**config.mk**
```make
export PLATFORM = sky130hd
export DESIGN_NAME = fifo_ctrl
export DESIGN_NICKNAME = d
export VERILOG_FILES = /design/src/rtl/fifo_ctrl.sv
export SDC_FILE = /design/constraint.sdc
export NUM_CORES = 1
export LEC_CHECK = 0
export CAP_MARGIN = 20
export CORE_MARGIN = 2
export CORE_UTILIZATION = 39
export CTS_BUF_LIST = sky130_fd_sc_hd__clkbuf_2 sky130_fd_sc_hd__clkbuf_4 sky130_fd_sc_hd__clkbuf_8
export DETAILED_ROUTE_END_ITERATION = 10
export PLACE_DENSITY = 0.87
export SLEW_MARGIN = 20
export SYNTH_ARGS = -nofsm -noshare
export SYNTH_HDL_FRONTEND = slang
export SYNTH_SLANG_ARGS = --single-unit
```
**constraint.sdc**
```tcl
create_clock -name clk -period 2 [get_ports clk]
set_input_delay 0.4 -clock clk [delete_from_list [all_inputs] [get_ports clk]]
set_output_delay 0.4 -clock clk [all_outputs]
set_load 0.05 [all_outputs]
```
**src/rtl/fifo_ctrl.sv**
```systemverilog
// fifo_ctrl: synchronous FIFO controller driving a simple dual-port RAM
// (one write port, one registered read port with 1-cycle read latency).
// The controller owns the pointers, occupancy and status flags; read data
// comes straight from the RAM, and pop_valid marks the cycle it is valid.
//
// Optional build macro: FIFO_CTRL_ERR_EN adds sticky ovf/udf error outputs
// (push while full / pop while empty). Without it, rejected requests are
// dropped silently and the ports do not exist.

module fifo_ctrl #(
    parameter int DATA_WIDTH = 8,
    parameter int DEPTH      = 16,
    parameter int ADDRSIZE   = $clog2(DEPTH)
) (
    input  logic                  clk,
    input  logic                  rst_n,
    input  logic                  push,
    input  logic [DATA_WIDTH-1:0] push_data,
    input  logic                  pop,
    output logic                  full,
    output logic                  empty,
    output logic [ADDRSIZE:0]     count,
    output logic                  pop_valid,
    output logic                  mem_wr_en,
    output logic [ADDRSIZE-1:0]   mem_wr_addr,
    output logic [DATA_WIDTH-1:0] mem_wr_data,
    output logic                  mem_rd_en,
    output logic [ADDRSIZE-1:0]   mem_rd_addr
`ifdef FIFO_CTRL_ERR_EN
    ,
    output logic                  ovf,
    output logic                  udf
`endif
);

    // Pointers carry one extra bit so they wrap modulo 2*DEPTH.
    localparam int               PTR_W    = ADDRSIZE + 1;
    localparam logic [PTR_W-1:0] FULL_CNT = PTR_W'(DEPTH);
    localparam logic [PTR_W-1:0] ONE      = PTR_W'(1);

    logic [PTR_W-1:0] wr_ptr_q, wr_ptr_d;
    logic [PTR_W-1:0] rd_ptr_q, rd_ptr_d;
    logic [PTR_W-1:0] count_q, count_d;
    logic             full_q, full_d;
    logic             empty_q, empty_d;
    logic             pop_valid_q, pop_valid_d;
    logic             push_acc;
    logic             pop_acc;

`ifdef FIFO_CTRL_ERR_EN
    logic ovf_q, ovf_d;
    logic udf_q, udf_d;
`endif

    // Acceptance gates use the registered flags, so a push into a full FIFO
    // is dropped even if a pop frees a slot in the same cycle (and likewise
    // there is no empty-FIFO bypass). This also guarantees a write never
    // targets the slot being read in the same cycle.
    assign push_acc = push & ~full_q;
    assign pop_acc  = pop  & ~empty_q;

    // RAM drive: addresses are the low pointer bits, enables are acceptances.
    assign mem_wr_en   = push_acc;
    assign mem_wr_addr = wr_ptr_q[ADDRSIZE-1:0];
    assign mem_wr_data = push_data;
    assign mem_rd_en   = pop_acc;
    assign mem_rd_addr = rd_ptr_q[ADDRSIZE-1:0];

    assign full      = full_q;
    assign empty     = empty_q;
    assign count     = count_q;
    assign pop_valid = pop_valid_q;

`ifdef FIFO_CTRL_ERR_EN
    assign ovf = ovf_q;
    assign udf = udf_q;
`endif

    // Next-state: pointer advance, occupancy update and flags derived from
    // the new occupancy so they stay in step with count.
    always_comb begin
        // NOTE: every always_comb output gets a default first so no path
        // leaves it unassigned, which would infer a latch.
        wr_ptr_d    = wr_ptr_q;
        rd_ptr_d    = rd_ptr_q;
        count_d     = count_q;
        pop_valid_d = pop_acc;

        if (push_acc) wr_ptr_d = wr_ptr_q + ONE;
        if (pop_acc)  rd_ptr_d = rd_ptr_q + ONE;

        unique case ({push_acc, pop_acc})
            2'b10:   count_d = count_q + ONE;
            2'b01:   count_d = count_q - ONE;
            default: count_d = count_q;
        endcase

        empty_d = (count_d == '0);
        full_d  = (count_d == FULL_CNT);
    end

`ifdef FIFO_CTRL_ERR_EN
    // Sticky error flags: once set, only reset clears them.
    always_comb begin
        ovf_d = ovf_q | (push & full_q);
        udf_d = udf_q | (pop & empty_q);
    end
`endif

    // State register with synchronous active-low reset.
    always_ff @(posedge clk) begin
        // NOTE: sequential state uses non-blocking assignments so every
        // register samples the pre-edge values, independent of statement order.
        if (!rst_n) begin
            // NOTE: only the pointers are reset; the RAM behind them is not
            // cleared, since its contents are unreachable once the pointers
            // say the FIFO is empty.
            wr_ptr_q    <= '0;
            rd_ptr_q    <= '0;
            count_q     <= '0;
            full_q      <= 1'b0;
            empty_q     <= 1'b1;
            pop_valid_q <= 1'b0;
`ifdef FIFO_CTRL_ERR_EN
            ovf_q       <= 1'b0;
            udf_q       <= 1'b0;
`endif
        end else begin
            wr_ptr_q    <= wr_ptr_d;
            rd_ptr_q    <= rd_ptr_d;
            count_q     <= count_d;
            full_q      <= full_d;
            empty_q     <= empty_d;
            pop_valid_q <= pop_valid_d;
`ifdef FIFO_CTRL_ERR_EN
            ovf_q       <= ovf_d;
            udf_q       <= udf_d;
`endif
        end
    end

endmodule

```
### Yosys cells after proc, flatten, opt, wreduce, memory -nomap -nowiden

Index checks and enable logic that the tools add are counted.

* add/subtract/negate cells: 4
* multiply operators: 0
* div/mod/pow operators: 0
* order comparisons: 0
* equal/unequal tests: 3
* shifts and indexed selects: 0
* muxes and demuxes: 1
* bitwise logic cells: 4
* reductions and logical operators: 1

Operators by type and width (count)
* 5-bit by 1-bit adder with 5-bit output (second input constant): 3
* 5-bit case mux with 2 select lines: 1
* 5-bit == test (second input constant): 1
* 5-bit logical NOT: 1
* 5-bit by 1-bit subtractor with 5-bit output (second input constant): 1
* 1-bit AND: 2
* 2-bit by 1-bit == test with 1-bit output (second input constant): 1
* 2-bit == test (second input constant): 1
* 1-bit inverter: 2

* register bits after elaboration: 18
* latch bits: 0
* bits in writable memories: 0
* bits in read-only memories: 0
* input bits: 12
* output and inout bits: 26
* memories: 0

### Depth between registers and ports, before layout

* word-level depth: 5
* gate-level depth with buffers: 11

### Worst setup path before layout

Ideal clock, no wire load.

* path kind: register -> register
* from: reg empty_q, in the netlist empty
* to: reg full_q, in the netlist full
* library setup time: 117 ps
* arrival: 2255 ps
* setup slack: -372 ps
* cell stages (with the launch flop): 12
* path buffers: 1
* cell sequence: dfxtp_1 -> nand2b_1 -> buf_2 -> inv_6 -> nand2_2 -> xnor2_1 -> ha_1 -> nor4b_4 -> nand3_1 -> a31oi_1 -> xnor2_1 -> and4b_1

* longest elaborated chain between the ends: 5
* elaborated cells between the ends (all ways): 6
* those cells by class: eq/ne (3); mux (1); bitwise (2)

RTL lines
* start: declaration: RTL line 45 `logic empty_q, empty_d;`
* start signal: assignment: RTL line 133 `empty_q <= empty_d;`
* 1-bit inverter *: RTL line 60 `assign pop_acc = pop & ~empty_q;`
* 1-bit AND *: RTL line 60
* named net mem_rd_en: RTL line 27 `output logic mem_rd_en,`
* 2-bit by 1-bit == test with 1-bit output or 2-bit == test (tied branches): RTL line 92 `unique case ({push_acc, pop_acc})`
* 5-bit case mux with 2 select lines *: RTL line 92
* 5-bit == test *: RTL line 99 `full_d = (count_d == FULL_CNT);`
* end signal: assignment: RTL line 132 `full_q <= full_d;`
* end: declaration: RTL line 44 `logic full_q, full_d;`

The timed path passes the listed nets; every way through them passes the cells marked *.
A chain may end at the register's enable or synchronous reset.

### Final worst setup path

* from: reg empty_q, in the netlist empty
* to: reg full_q, in the netlist full

* longest elaborated chain between the ends: 5
* elaborated cells between the ends (all ways): 6
* those cells by class: eq/ne (3); mux (1); bitwise (2)

RTL lines (RTL line)
* 1-bit inverter *: 60
* 1-bit AND *: 60
* 2-bit by 1-bit == test with 1-bit output or 2-bit == test (tied branches): 92
* 5-bit case mux with 2 select lines *: 92
* 5-bit == test *: 99

Every way passes the cells marked *; elsewhere a longest branch is shown, timed or not.

==> run metrics <==
Syn Inst Count=101; Synth Area in Adders=5.650%; pre-CTS setup slack=-488.1 ps; total power=1.550 mW; WP data arrival=2190 ps; WP data required=2190 ps; post-cts hold buffer count=0; vias per cell=5.196; drt wl/cell=12.39 um; Final Hold Vio Count=0; Crit Path Max Fanout=4; gr busiest metal=met2; Synth Flop Type=dfxtp_1; Unique masters post-synth=36; period utilization=99.53%; latest clock arrival within the worst-skew pair=290 ps; FMAX=502.3 MHz; drt pass-1 iters=4; post-synthesis xor/xnor area fraction=10.88%; core area=2170 sq um; final WL=1.833 mm; number of global-route vias before repair=711; met2 Usage GRT=25.85%; H-tree Lvls=1; startpoint types=flop; final worst slack=9.349 ps; GPL Wtd Cong=0.8011; Final nets=137; sequential cell area=326.6 sq um; Seq pwr share=30.1%; max-cap violation count=0; initial antenna violation count=0; DP HPWL=1.317 mm; die area=2669 sq um; CP Class=flop to flop; multi-input logic area=483.0 sq um; GRT overflow=0; Setup crit end kind=flop; Net Sw Frac=45.15%; Lkg Pwr=0.5065 nW; IO Port Bufs=21; Psw=0.7000 mW; DP Area=1141 sq um; Die W=51.66 um; Synth Register Bits=16; # setup viols final=0; clk slew on worst S/H paths=90 ps; largest family of logic cells by synthesized area=simple AND/OR/NAND/NOR gates; HP Class=flop to flop; Cell Area, Synth=885.9 sq um; simple-gate area share of the yosys netlist=22.88%; mux cell area share after synthesis=1.130%; residual DRC count=0; Max VDD drop=0.6183 mV; RSZ-0062 raised after global routing=true; GRT Total Usage=15.25%; post-synthesis sequential area ratio=36.16%; Layout Skew=1.598 ps; # clock sinks=16; ANT nets after route=0; Final min period=1991 ps; PD cells=1308 nW/um^2; CTS tree=yes; internal power=0.8504 mW; warnings from Yosys=0; Post-synth EDFFs=0; met3 usage=4.310%; Avg Synthesized Cell Area=8.771 sq um; Ports=38; Fin Setup TNS=0 ps; Max Slew Vio Count=0; diode count=0; Post-Syn Nets=117; largest net degree at the start of global routing=16; Clock Power Share=14.0%; Finished Cell Area=1185 sq um; total CTS buffers=3; GR Util met1=16.96%; Layout fillers=201; Initial Utilization=40.83%; outcome=complete, no violations; number of setup buffers added after CTS=0; Worst-Margin Slew=523.9 ps; Async SR Flop Fraction=0%; Vert. Die Dim=51.66 um; root buffer cell=clkbuf_4; Synth Area in Compound Gates=10.59%; area growth from synthesis to layout=33.76%; share of layout cells above drive strength 1=25.83%; vias after detailed routing=769; clock buffer depth=2; Slew HR=64.96%; # rows=17; First DRT Iteration DRCs=7; global-route wire length before repair=3.029 mm; Comb power frac=55.9%
-- synth_stat cells, types with 2 or more instances --
master	number	area, sq um
dfxtp_1	16	320.3
nor2_1	15	56.30
buf_4	8	60.06
nand2_1	7	26.28
a21oi_1	6	30.03
xor2_1	6	52.55
xnor2_1	5	43.79
ha_1	4	50.05
inv_1	3	11.26
buf_2	2	10.01
nand4_1	2	12.51
nor3_1	2	10.01
o22ai_1	2	12.51
-- through the flow --
step                      utilization, %  cells  hold WS, ps
after floorplan                        -    101        583.0
after global placement             52.60    144        478.3
after detailed placement           52.60    144        490.8
after CTS                          54.15    148        504.3
after global routing               54.61    148        542.5
final                              54.61    148        503.4
-- layout by cell type (no fill, tap or decap), drive strengths merged, types with 2 or more instances in the layout --
master	instances
nand2	8
and4b	2
xor2	6
clkdlybuf4s50	12
dlygate4sd2	2
clkbuf	4
ha	4
dfxtp	16
nand4	2
inv	5
nor2	15
a21oi	6
xnor2	5
nand2b	2
nor3	2
buf	13
o22ai	2
-- metal layers --
| metal | vias to the layer above | share of wire (%) |
|---|---|---|
| met5 | - | 0 |
| met4 | 0 | 3.0 |
| met3 | 7 | 6.8 |
| met2 | 38 | 48 |
| met1 | 357 | 42 |
| li1 | 367 | - |
-- logic make-up after synthesis --
kind of cell             after synthesis
buffers and inverters                 18
flip-flops                            16
XOR/XNOR                              11
AO/OA/AOI/OAI                         15
adder cells (fa/ha/maj)                4
multiplexers                           1
AND/OR/NAND/NOR                       36
-- sequential cells by signal, indices dropped and copies added (netlist names) --
| signal | cells |
|---|---|
| pop_valid | 1 |
| empty | 1 |
| full | 1 |
| rd_ptr_q | 4 |
| wr_ptr_q | 4 |
| count | 5 |
-- area by class of cell --
type | instances | share of cell area (%)
Clock buffer | 4 | 3.062
Timing Repair Buffer | 28 | 23.02
Sequential cell | 16 | 27.56
Inverter | 5 | 2.640
Tap cell | 28 | 2.957
Multi-Input combinational cell | 67 | 40.76
-- power by group through the flow --
stage          clock network (mW)  logic [mW]  registers (mW)
2_1_floorplan                   0       0.455           0.658
3_3_place_gp                    0       0.818           0.468
3_5_place_dp                    0       0.841           0.474
4_1_cts                     0.223       0.845           0.466
5_1_grt                     0.243       0.916           0.478
6_report                    0.217       0.866           0.467
-- path summary, 6_finish.rpt --
path	startpoint	end	slack (ps)	depth (start not counted)
max	empty	full	9	10
min	rd_ptr_q[1]	rd_ptr_q[1]	500	2
max reg2reg	empty	full	9	10
min reg2reg	rd_ptr_q[1]	rd_ptr_q[1]	500	2
-- worst max-delay path: stages, from the launching register on --
cell and delay [ps]:
dfxtp_4 350, nand2b_4 180, inv_12 60, nand2_4 50
xnor2_2 140, ha_2 230, nor4b_4 180, nand3_1 90
a31oi_1 210, xnor2_1 180, and4b_1 220
-- timing repair --
| action | in CTS | in global routing |
|---|---|---|
| gates cloned | 0 | 0 |
| pin swaps | 4 | 3 |
| resized for setup | 2 | 3 |
| setup endpoints to repair | 3 | 3 |
Note: power is estimated with default switching activity, not from simulation.
==> edit (same flow settings) <==
Make the reset (`rst_n`) asynchronous in one clocked block. Comments in the files are not updated.
--- a/src/rtl/fifo_ctrl.sv
+++ b/src/rtl/fifo_ctrl.sv
@@ -110,3 +110,3 @@
     // State register with synchronous active-low reset.
-    always_ff @(posedge clk) begin
+    always_ff @(posedge clk or negedge rst_n) begin
         // NOTE: sequential state uses non-blocking assignments so every
Formal check against the unedited RTL: differs if rst_n is asserted again (counterexample within 4 cycles, from zero or initial values and one cycle with rst_n low); with rst_n held inactive, the same outputs for 10 cycles.
==> edit against the unedited design <==
- the flow now finishes with violations (negative setup slack)
- cell area up 16%
- setup slack worse by 0.43 ns
- routed wire length increased by 16%
- synthesized area is 4.7% higher
- sequential cell count is the same
- global-route usage rose by 2.6 points
- highest routed layer unchanged
Power is not compared: it rests on default switching activity, and its combinational part moved more than twofold at a synthesized area within 25%.
==> edit: results (changes against the unedited design) <==
number of diodes 0 (unchanged); clock-pin slew of the registers on the worst-case setup and hold paths 0.09 ns (about the same); Worst Skew 0.005085 ns (+0.003488 ns); main area contributors after synthesis dfrtp_1, xnor2_1, buf_4; number of distinct library cells after synthesis 38 (+5.6%); cell internal pwr 1.385 mW; drt first pass iters 4 (unchanged); max incr delay on CP 0.55 ns (+0.20 ns); final WL 2.135 mm (+16%); root buffer cell clkbuf_4; worst hold path class in2async; post-route setup slack -0.4188 ns (-0.4282 ns); DP Wirelength 1.482 mm (+13%); Slew @ Worst Pin 0.5098 ns (-0.01410 ns); largest net degree at the start of global routing 10 (-6); CP top delay family simple AND/OR/NAND/NOR gates; H-Tree Depth 1 (unchanged); Synth Warn # 0 (unchanged); setup violators final 5 (+5); Synth top cells by count dfrtp_1, nand2_1, buf_4, xnor2_1; Setup CP Type reg2reg; initial antenna violation count 0 (unchanged); Placed Area 1244 µm² (+9.0%); sequential fraction of the synthesis area 0.4332 (+0.07162); GP Congestion 0.8336 (+4.1%); share of cells above drive strength 1 0.4050 (+0.1466); Final nets 138 (+0.73%); critical path data arrival time 2.61 ns (+0.42 ns); first-pass GRT wire length 3.443 mm (+14%); port bufs 21 (unchanged); initial DRC count 10 (+3); FF-to-FF Start empty; Setup WS pre-CTS -0.8451 ns (-0.3569 ns); CTS max path bufs 2 (unchanged); later-pin clock latency in the skew report 0.29 ns (about the same); total clock buffers created by CTS 3 (unchanged); FFs w/ async S/R, synth 1.000 (+1.000); vias 766 (-0.39%); leak pwr 0.6111 nW; vias in the first global route 744 (+4.6%); status finished with violations; failing checks negative setup slack; Slowest-stage cell, CP dfstp_2; Synthesized Nets 103 (-12%); CP max FO 4 (unchanged); all-layer global routing usage 0.1786 (+0.02606)
edit: cell types whose count changed after synthesis, sizes merged, moves of 2 or more:
| cell | unedited run | this run |
|---|---|---|
| dfxtp | 16 | 0 |
| dfrtp | 0 | 15 |
| nor2 | 15 | 2 |
| a21oi | 6 | 1 |
| xor2 | 6 | 2 |
| or3 | 0 | 3 |
| xnor2 | 5 | 8 |
| and4b | 2 | 0 |
| nand4 | 2 | 4 |
| nor3 | 2 | 0 |
| nor4 | 0 | 2 |
edit: path summary, 6_finish.rpt:
kind | endpoint | slack [ns] | cells past startpoint
setup / recovery | full | -0.42 | 9
hold / removal | wr_ptr_q[0] | 0.36 | 1
setup reg to reg | full | -0.42 | 9
hold reg to reg | wr_ptr_q[3] | 0.49 | 1
max in group asynchronous | empty | 1.10 | 2
min in group clk | wr_ptr_q[3] | 0.49 | 1
edit: metrics by stage:
stage	std cells	setup TNS, ns	total power [mW]
4_1_cts	147	-1.176	2.693
2_1_floorplan	87	-1.683	1.814
3_5_place_dp	141	-3.155	2.374
5_1_grt	149	-1.659	2.898
3_3_place_gp	141	-2.928	2.328
6_report	149	-1.225	2.728
edit: final cells by class:
| cell class | instances | area [µm²] |
|---|---|---|
| fill | 165 | 860.8 |
| tap | 28 | 35.03 |
| timing repair buffer | 42 | 397.9 |
| clock buffer | 4 | 36.28 |
| sequential | 16 | 402.9 |
| multi-input combinational | 55 | 478.0 |
| inverter | 4 | 22.52 |
edit: timing repair:
action / 4_1_cts / 5_1_grt
buffers inserted: 2 / 2
resized for setup: 11 / 6
endpoints found under the setup margin: 6 / 9
pin swaps: 9 / 9
hold buffers: 0 / 0
cloned: 0 / 0
edit: logic make-up (layout without fill, tap and decap cells):
group	after synthesis	in the layout	share of synthesized area
buffers and inverters	16	50	0.1174
muxes	1	1	0.01214
adders and majority gates	4	4	0.05398
and+or+nand+nor	29	29	0.1984
AOI/OAI and AO/OA	11	11	0.09043
xor gates and xnor gates	10	10	0.09447
DFF	16	16	0.4332
edit: power by group through the flow:
| stage | Combinational (mW) | Clock [mW] | Sequential (mW) |
|---|---|---|---|
| 2_1_floorplan | 0.652 | 0 | 1.16 |
| 3_3_place_gp | 1.70 | 0 | 0.631 |
| 3_5_place_dp | 1.73 | 0 | 0.641 |
| 4_1_cts | 1.83 | 0.218 | 0.643 |
| 5_1_grt | 1.99 | 0.234 | 0.670 |
| 6_report | 1.86 | 0.214 | 0.649 |
edit: metal layers:
metal,share of wire,GRT usage,routed length [µm],vias to the layer above
met2,0.54,0.3354,1163,23
met1,0.37,0.1723,793,366
met3,0.063,0.06000,134,6
met5,0,0,0,-
li1,-,-,-,371
met4,0.020,0.08120,43,0
